## config.mk

```make
export PLATFORM = sky130hd
export DESIGN_NAME = if_stage
export DESIGN_NICKNAME = d
export VERILOG_FILES = /design/src/rtl/riscv_pkg.sv /design/src/rtl/if_queue.sv /design/src/rtl/if_stage.sv
export SDC_FILE = /design/constraint.sdc
export NUM_CORES = 1
export LEC_CHECK = 0
export ABC_AREA = 0
export CAP_MARGIN = 40
export CORE_UTILIZATION = 56
export DETAILED_ROUTE_END_ITERATION = 16
export PLACE_DENSITY_LB_ADDON = 0.25
export RECOVER_POWER = 25
export SLEW_MARGIN = 0
export SYNTH_ARGS = -nofsm -noshare
export SYNTH_HDL_FRONTEND = slang
export SYNTH_SLANG_ARGS = --single-unit
export TNS_END_PERCENT = 100
```

## constraint.sdc

```tcl
create_clock -name clk -period 8.1 [get_ports clk]
set_input_delay 2.025 -clock clk [delete_from_list [all_inputs] [get_ports clk]]
set_output_delay 2.025 -clock clk [all_outputs]
set_load 0.01 [all_outputs]
```

## src/rtl/riscv_pkg.sv

```systemverilog
// ----------------------------------------------------------------------------
// riscv_pkg
// Shared definitions for the front end: data width, default reset PC,
// major opcodes, the fetch-packet record carried through the instruction
// queue, and the J-type immediate extractor used by fetch-side predecode.
// ----------------------------------------------------------------------------
package riscv_pkg;

  localparam int          XLEN         = 32;
  localparam logic [31:0] RESET_PC_DEF = 32'h0000_0000;

  localparam logic [6:0] OP_LUI    = 7'b0110111;
  localparam logic [6:0] OP_AUIPC  = 7'b0010111;
  localparam logic [6:0] OP_JAL    = 7'b1101111;
  localparam logic [6:0] OP_JALR   = 7'b1100111;
  localparam logic [6:0] OP_BRANCH = 7'b1100011;
  localparam logic [6:0] OP_LOAD   = 7'b0000011;
  localparam logic [6:0] OP_STORE  = 7'b0100011;
  localparam logic [6:0] OP_IMM    = 7'b0010011;
  localparam logic [6:0] OP_REG    = 7'b0110011;

  typedef struct packed {
    logic [XLEN-1:0] instr;
    logic [XLEN-1:0] pc;
  } fetch_pkt_t;

  // Takes instr[31:12]; returns the sign-extended, byte-granular J offset.
  function automatic logic signed [XLEN-1:0] j_imm(input logic [19:0] hi);
    logic signed [XLEN-1:0] imm;
    imm = {{12{hi[19]}}, hi[7:0], hi[8], hi[18:9], 1'b0};
    return imm;
  endfunction

  // True for any opcode that can change control flow.
  function automatic logic is_cflow(input logic [6:0] op);
    return (op == OP_JAL) || (op == OP_JALR) || (op == OP_BRANCH);
  endfunction

endpackage

```

## src/rtl/if_queue.sv

```systemverilog
// ----------------------------------------------------------------------------
// if_queue
// In-order synchronous FIFO of fetch packets between fetch and decode.
//   clk, rst_n   : clock, synchronous active-low reset (pointers/count only)
//   push/push_data : enqueue a packet
//   pop          : dequeue the head (ignored when empty)
//   flush        : discard all entries; wins over push/pop
//   head         : packet at the head (meaningful only when !empty)
//   count/full/empty : occupancy status
// DEPTH must be a power of two so the pointers wrap naturally.
// ----------------------------------------------------------------------------
module if_queue
  import riscv_pkg::*;
#(
  parameter int DEPTH = 2
) (
  input  logic                       clk,
  input  logic                       rst_n,
  input  logic                       push,
  input  fetch_pkt_t                 push_data,
  input  logic                       pop,
  input  logic                       flush,
  output fetch_pkt_t                 head,
  output logic [$clog2(DEPTH+1)-1:0] count,
  output logic                       full,
  output logic                       empty
);

  localparam int AW = $clog2(DEPTH);
  localparam int CW = $clog2(DEPTH+1);

  fetch_pkt_t     mem [DEPTH];
  logic [AW-1:0]  wr_ptr;
  logic [AW-1:0]  rd_ptr;
  logic [CW-1:0]  cnt;
  logic           do_push;
  logic           do_pop;

  assign full    = (cnt == CW'(DEPTH));
  assign empty   = (cnt == '0);
  assign count   = cnt;
  assign head    = mem[rd_ptr];
  // A full queue may still accept when its head leaves in the same cycle.
  assign do_push = push & (~full | pop);
  assign do_pop  = pop & ~empty;

  always_ff @(posedge clk) begin
    if (!rst_n) begin
      wr_ptr <= '0;
      rd_ptr <= '0;
      cnt    <= '0;
    end else if (flush) begin
      wr_ptr <= '0;
      rd_ptr <= '0;
      cnt    <= '0;
    end else begin
      if (do_push) wr_ptr <= wr_ptr + AW'(1);
      if (do_pop)  rd_ptr <= rd_ptr + AW'(1);
      case ({do_push, do_pop})
        2'b10:   cnt <= cnt + CW'(1);
        2'b01:   cnt <= cnt - CW'(1);
        default: cnt <= cnt;
      endcase
    end
  end

  always_ff @(posedge clk) begin
    if (do_push && !flush) mem[wr_ptr] <= push_data;
  end

endmodule

```

## src/rtl/if_stage.sv

```systemverilog
// ----------------------------------------------------------------------------
// if_stage
// Instruction fetch: owns the PC, issues word fetches, buffers responses in
// an in-order queue and presents {instr, pc, pc+4} to decode.
//   clk, rst_n        : clock, synchronous active-low reset
//   imem_req_*        : fetch request (valid/ready handshake, word address)
//   imem_rsp_*        : in-order fetch response, latency >= 1
//   redirect_valid/pc : control-flow change from EX; flushes the front end
//   id_stall          : decode holds the current head
//   id_valid/instr/pc/pc4 : queue head towards decode (zero when empty)
// Optional build macro IF_JAL_PREDICT_EN: predecode live responses and
// follow JAL targets at fetch, killing the sequential fetches behind them.
// ----------------------------------------------------------------------------
module if_stage
  import riscv_pkg::*;
#(
  parameter logic [31:0] RESET_PC = RESET_PC_DEF,
  parameter int          DEPTH    = 2
) (
  input  logic        clk,
  input  logic        rst_n,
  output logic        imem_req_valid,
  input  logic        imem_req_ready,
  output logic [31:0] imem_req_addr,
  input  logic        imem_rsp_valid,
  input  logic [31:0] imem_rsp_data,
  input  logic        redirect_valid,
  input  logic [31:0] redirect_pc,
  input  logic        id_stall,
  output logic        id_valid,
  output logic [31:0] id_instr,
  output logic [31:0] id_pc,
  output logic [31:0] id_pc4
);

  localparam int AW = $clog2(DEPTH);
  localparam int CW = $clog2(DEPTH+1);

  logic [31:0]   fetch_pc,  fetch_pc_nxt;
  logic [CW-1:0] out_cnt,   out_cnt_nxt;
  logic [CW-1:0] kill_cnt,  kill_cnt_nxt;

  // PCs of outstanding requests, oldest first; popped by every response.
  logic [31:0]   pcq [DEPTH];
  logic [AW-1:0] pcq_wr;
  logic [AW-1:0] pcq_rd;

  logic          acc;
  logic          rsp_live;
  logic [31:0]   rsp_pc;
  logic [31:0]   redir_target;
  logic [CW:0]   credit_sum;

  fetch_pkt_t    q_head;
  fetch_pkt_t    q_push_data;
  logic [CW-1:0] q_count;
  logic          q_full;
  logic          q_empty;
  logic          q_pop;

`ifdef IF_JAL_PREDICT_EN
  logic          jal_hit;
  logic [31:0]   jal_target;
`endif

  assign credit_sum     = {1'b0, out_cnt} + {1'b0, q_count};
  assign imem_req_valid = rst_n & ~redirect_valid & (credit_sum < (CW+1)'(DEPTH));
  assign imem_req_addr  = fetch_pc;
  assign acc            = imem_req_valid & imem_req_ready;

  assign redir_target   = redirect_pc & ~32'h3;
  assign rsp_pc         = pcq[pcq_rd];
  // A response is live only when it is not owed to a killed request and
  // no redirect is discarding the whole front end this cycle.
  assign rsp_live       = imem_rsp_valid & ~redirect_valid & (kill_cnt == '0);
  assign q_push_data    = '{instr: imem_rsp_data, pc: rsp_pc};
  assign q_pop          = ~q_empty & ~id_stall & ~redirect_valid;

`ifdef IF_JAL_PREDICT_EN
  assign jal_hit    = rsp_live & (imem_rsp_data[6:0] == OP_JAL);
  assign jal_target = rsp_pc + $unsigned(j_imm(imem_rsp_data[31:12]));
`endif

  always_comb begin
    fetch_pc_nxt = fetch_pc;
    out_cnt_nxt  = out_cnt;
    kill_cnt_nxt = kill_cnt;

    case ({acc, imem_rsp_valid})
      2'b10:   out_cnt_nxt = out_cnt + CW'(1);
      2'b01:   out_cnt_nxt = out_cnt - CW'(1);
      default: out_cnt_nxt = out_cnt;
    endcase

    if (acc) fetch_pc_nxt = fetch_pc + 32'd4;
    if (imem_rsp_valid && (kill_cnt != '0)) kill_cnt_nxt = kill_cnt - CW'(1);

`ifdef IF_JAL_PREDICT_EN
    // Everything still in flight behind the JAL is sequential and stale,
    // including a request accepted in this same cycle.
    if (jal_hit) begin
      fetch_pc_nxt = jal_target;
      kill_cnt_nxt = out_cnt - CW'(1) + CW'(acc);
    end
`endif

    if (redirect_valid) begin
      fetch_pc_nxt = redir_target;
      kill_cnt_nxt = out_cnt - CW'(imem_rsp_valid);
    end
  end

  always_ff @(posedge clk) begin
    if (!rst_n) begin
      fetch_pc <= RESET_PC;
      out_cnt  <= '0;
      kill_cnt <= '0;
      pcq_wr   <= '0;
      pcq_rd   <= '0;
    end else begin
      fetch_pc <= fetch_pc_nxt;
      out_cnt  <= out_cnt_nxt;
      kill_cnt <= kill_cnt_nxt;
      if (acc)            pcq_wr <= pcq_wr + AW'(1);
      if (imem_rsp_valid) pcq_rd <= pcq_rd + AW'(1);
    end
  end

  always_ff @(posedge clk) begin
    if (acc) pcq[pcq_wr] <= fetch_pc;
  end

  if_queue #(
    .DEPTH (DEPTH)
  ) u_queue (
    .clk       (clk),
    .rst_n     (rst_n),
    .push      (rsp_live),
    .push_data (q_push_data),
    .pop       (q_pop),
    .flush     (redirect_valid),
    .head      (q_head),
    .count     (q_count),
    .full      (q_full),
    .empty     (q_empty)
  );

  assign id_valid = ~q_empty;
  assign id_instr = q_empty ? 32'd0 : q_head.instr;
  assign id_pc    = q_empty ? 32'd0 : q_head.pc;
  assign id_pc4   = q_empty ? 32'd0 : q_head.pc + 32'd4;

  rsp_has_request: assert property (@(posedge clk) disable iff (!rst_n)
    imem_rsp_valid |-> (out_cnt != '0));

  live_rsp_has_room: assert property (@(posedge clk) disable iff (!rst_n)
    rsp_live |-> !q_full);

endmodule

```

==> qor.txt <==
Status: finished with violations
Failing checks: max-capacitance violations, max-slew violations
Total iterations of the first detailed-routing run: 5
Hold_buf cts: 0
Max Cap Viol: 1
CTS tree: done
Initial antenna violation count: 0
Post-CTS sizing: 0
Diode count: 0
Crit path max-delay cell type: dfxtp_4
Worst-path clk slew: 0.06 ns
Final Net Count: 1,066
1st-iter DRT viols: 405
CTS root buf: clkbuf_16
Worst-skew pair later-pin latency: 0.50 ns
CP bufs+invs: 3
Tot GR Track Use: 24.3%
Cell variety after synth: 60
Fraction of layout cells with a size suffix above 1: 7.66%
Max-slew headroom: -16.3%
Vias per cell: 5.85
R2r setup slk: 4.42 ns
Synthesis-stage register bit count: 226
Worst vdd ir: 0.000208 V
Layout area overhead: 28.8%
Commonest cells post-synth: 184 x edfxtp_1, 96 x nor2_1, 55 x mux2i_1, 43 x nand2_1, 42 x dfxtp_1
Setup crit start kind: flop
Final hold viol count: 0
I/O pin cnt: 200
Leakage: 4.24 nW
Max incr delay on CP: 0.60 ns
Critical Path Sink Type: primary output
Worst EP arrival: 3.94 ns
Post-Synthesis Cells: 803
Internal power: 2.07 mW
Seq/Total Area, Yosys: 62.8%
Fin cells: 1,230
Final Critical Period: 5.96 ns
Die ar.: 18,700 um^2
Routed len/inst: 18.4 um
Post-CTS setup buffers: 0
Die width: 137 um
Num CTS Buffers: 23
Post-Synthesis Cell Area: 10,100 um^2
Fin crit share: 73.6%
Clock Power Share: 40.2%
Slew Viols, Final: 31
Required @ worst endpoint: 6.08 ns
# rows: 48
Die Y: 137 um
Ys flop type: edfxtp_1
H-tree levels: 1
Achievable Freq: 168 MHz
Placeable core area: 17,500 um^2
Power Total: 2.64 mW
Avg Cell Area, Syn: 12.6 um^2
Slew at the pin closest to its max-slew limit: 1.74 ns
Warnings from Yosys: 0
Pwr per Cell Area: 202 nW/um^2
DP Cell Count: 1,189
Number of global-route vias before repair: 6,937
WL final: 22.6 mm
Synth area leaders: edfxtp_1 54%, dfxtp_1 8.3%, mux2i_1 5.4%
Total gr overflow: 0
Hold Worst Slack: 0.533 ns
Max Root-Sink Buffers: 3
Sw Ratio: 21.6%
CP Max Fanout: 33
Placer Congestion: 0.836
PortBufs: 191
Clk_skew: 0.00867 ns
Crit-path cells: buf_12 > buf_4 > nand4_1 > a211oi_2 > nand4_2 > o31a_1 > nor3_2 > clkdlybuf4s50_1
Final Setup Violations: 0
Synth top area share: 54.5%
First-pass GRT wire length: 35.6 mm
Worst min-delay path category: flop to flop
Setup TNS: 0 ns
Post-DP HPWL: 15.2 mm
Largest net degree at the start of global routing: 78
CTS sink count: 226
Yosys top cell by area: edfxtp_1
Comb power frac: 9.1%
P_sw: 571 uW
Initial Util: 58.0%
DRC errors left: 0
RSZ-0062 raised after global routing: false
Post-route ant nets: 0
Most instantiated library cell after synthesis: edfxtp_1
Crit path max-delay family: buffers and inverters
WS Path Type: flop to primary output
Post-synth ARST share: 0%
Number of synthesized flops with an enable pin: 184
Reg power frac: 50.7%
Via count: 7,190
per-layer routing:
metal	global-route usage (%)	vias up	part of all wire, %
met2	40.0	331	46
li1	-	3400	-
met5	0	-	0
met3	4.67	36	9.5
met4	6.85	0	1.8
met1	32.9	3423	42
path summary, 6_finish.rpt:
check             cells after the start                 to             start
setup / recovery                      8         id_pc4[31]              flop
hold / removal                        2               flop            pcq_rd
setup reg to reg                      8  imem_req_addr[24]  u_queue.count[0]
hold reg to reg                       2               flop            pcq_rd
state kept, by name (all words and copies together) (netlist names), named ones only:
signal / flops
imem_req_addr: 30
kill_cnt: 2
out_cnt: 2
pcq: 60
pcq_rd: 1
pcq_wr: 1
u_queue.count: 2
u_queue.mem: 124
u_queue.rd_ptr: 1
u_queue.wr_ptr: 1
per-stage QoR:
stage	cell area (um^2)	utilization [%]	setup slack, ns
global placement	12200	69.8	2.22
detailed placement	12300	70.4	2.26
floorplan	10200	-	2.27
CTS	13100	74.8	2.11
finish	13100	74.8	2.14
global route	13100	74.8	1.91
cells in the final DEF (no fill, tap or decap), drive strengths merged, types with 4 or more instances in the layout:
master,n
clkdlybuf4s50,184
edfxtp,184
nor2,96
mux2i,55
nand2,43
dfxtp,42
a21oi,39
mux2,39
clkbuf,32
nand3,26
o21ai,20
xnor2,20
and2,19
nor3,19
nand4,18
inv,13
buf,12
a31oi,11
and4,8
nor4,8
and3,7
dlygate4sd3,7
a32oi,6
o211ai,6
or4,6
ha,6
conb,6
nand3b,6
clkinv,6
o31ai,5
or3,5
a211oi,5
o31a,4
xor2,4
o311ai,4
cells by family (layout without fill, tap and decap cells):
kind of cell	Yosys count	in the layout	synth area share, %
AO/OA/AOI/OAI	118	118	7.71
buffers and inverters	61	258	2.82
flip-flops	226	226	62.8
multiplexers	94	94	9.76
adder cells (fa/ha/maj)	7	7	0.937
AND/OR/NAND/NOR	272	272	13.9
other	1	6	0.0370
XOR/XNOR	24	24	2.07
area by class of cell:
class                      count  area [um^2]
sequential                   226         6370
timing repair buffer         204         2070
clock buffer                  31          636
multi-input combinational    521         3530
fill                        1120         4410
clock inverter                10          125
tap                          225          282
inverter                      13         48.8
power by group through the flow:
stage               sequential [mW]  clock (mW)  combinational [mW]
detailed placement             1.36           0               0.241
CTS                            1.34        1.08               0.244
global route                   1.34        1.12               0.260
global placement               1.36           0               0.231
finish                         1.34        1.06               0.239
floorplan                      1.36           0               0.125
worst reg2reg max path: stages, from the launching register on:
cell	delay [ns]
dfxtp_1	0.47
and2_1	0.19
fa_1	0.45
nor4b_4	0.51
and2_1	0.61
inv_2	0.43
or4_1	0.65
a2bb2oi_1	0.15
a21oi_1	0.14
Note: power is estimated with default switching activity, not from simulation.
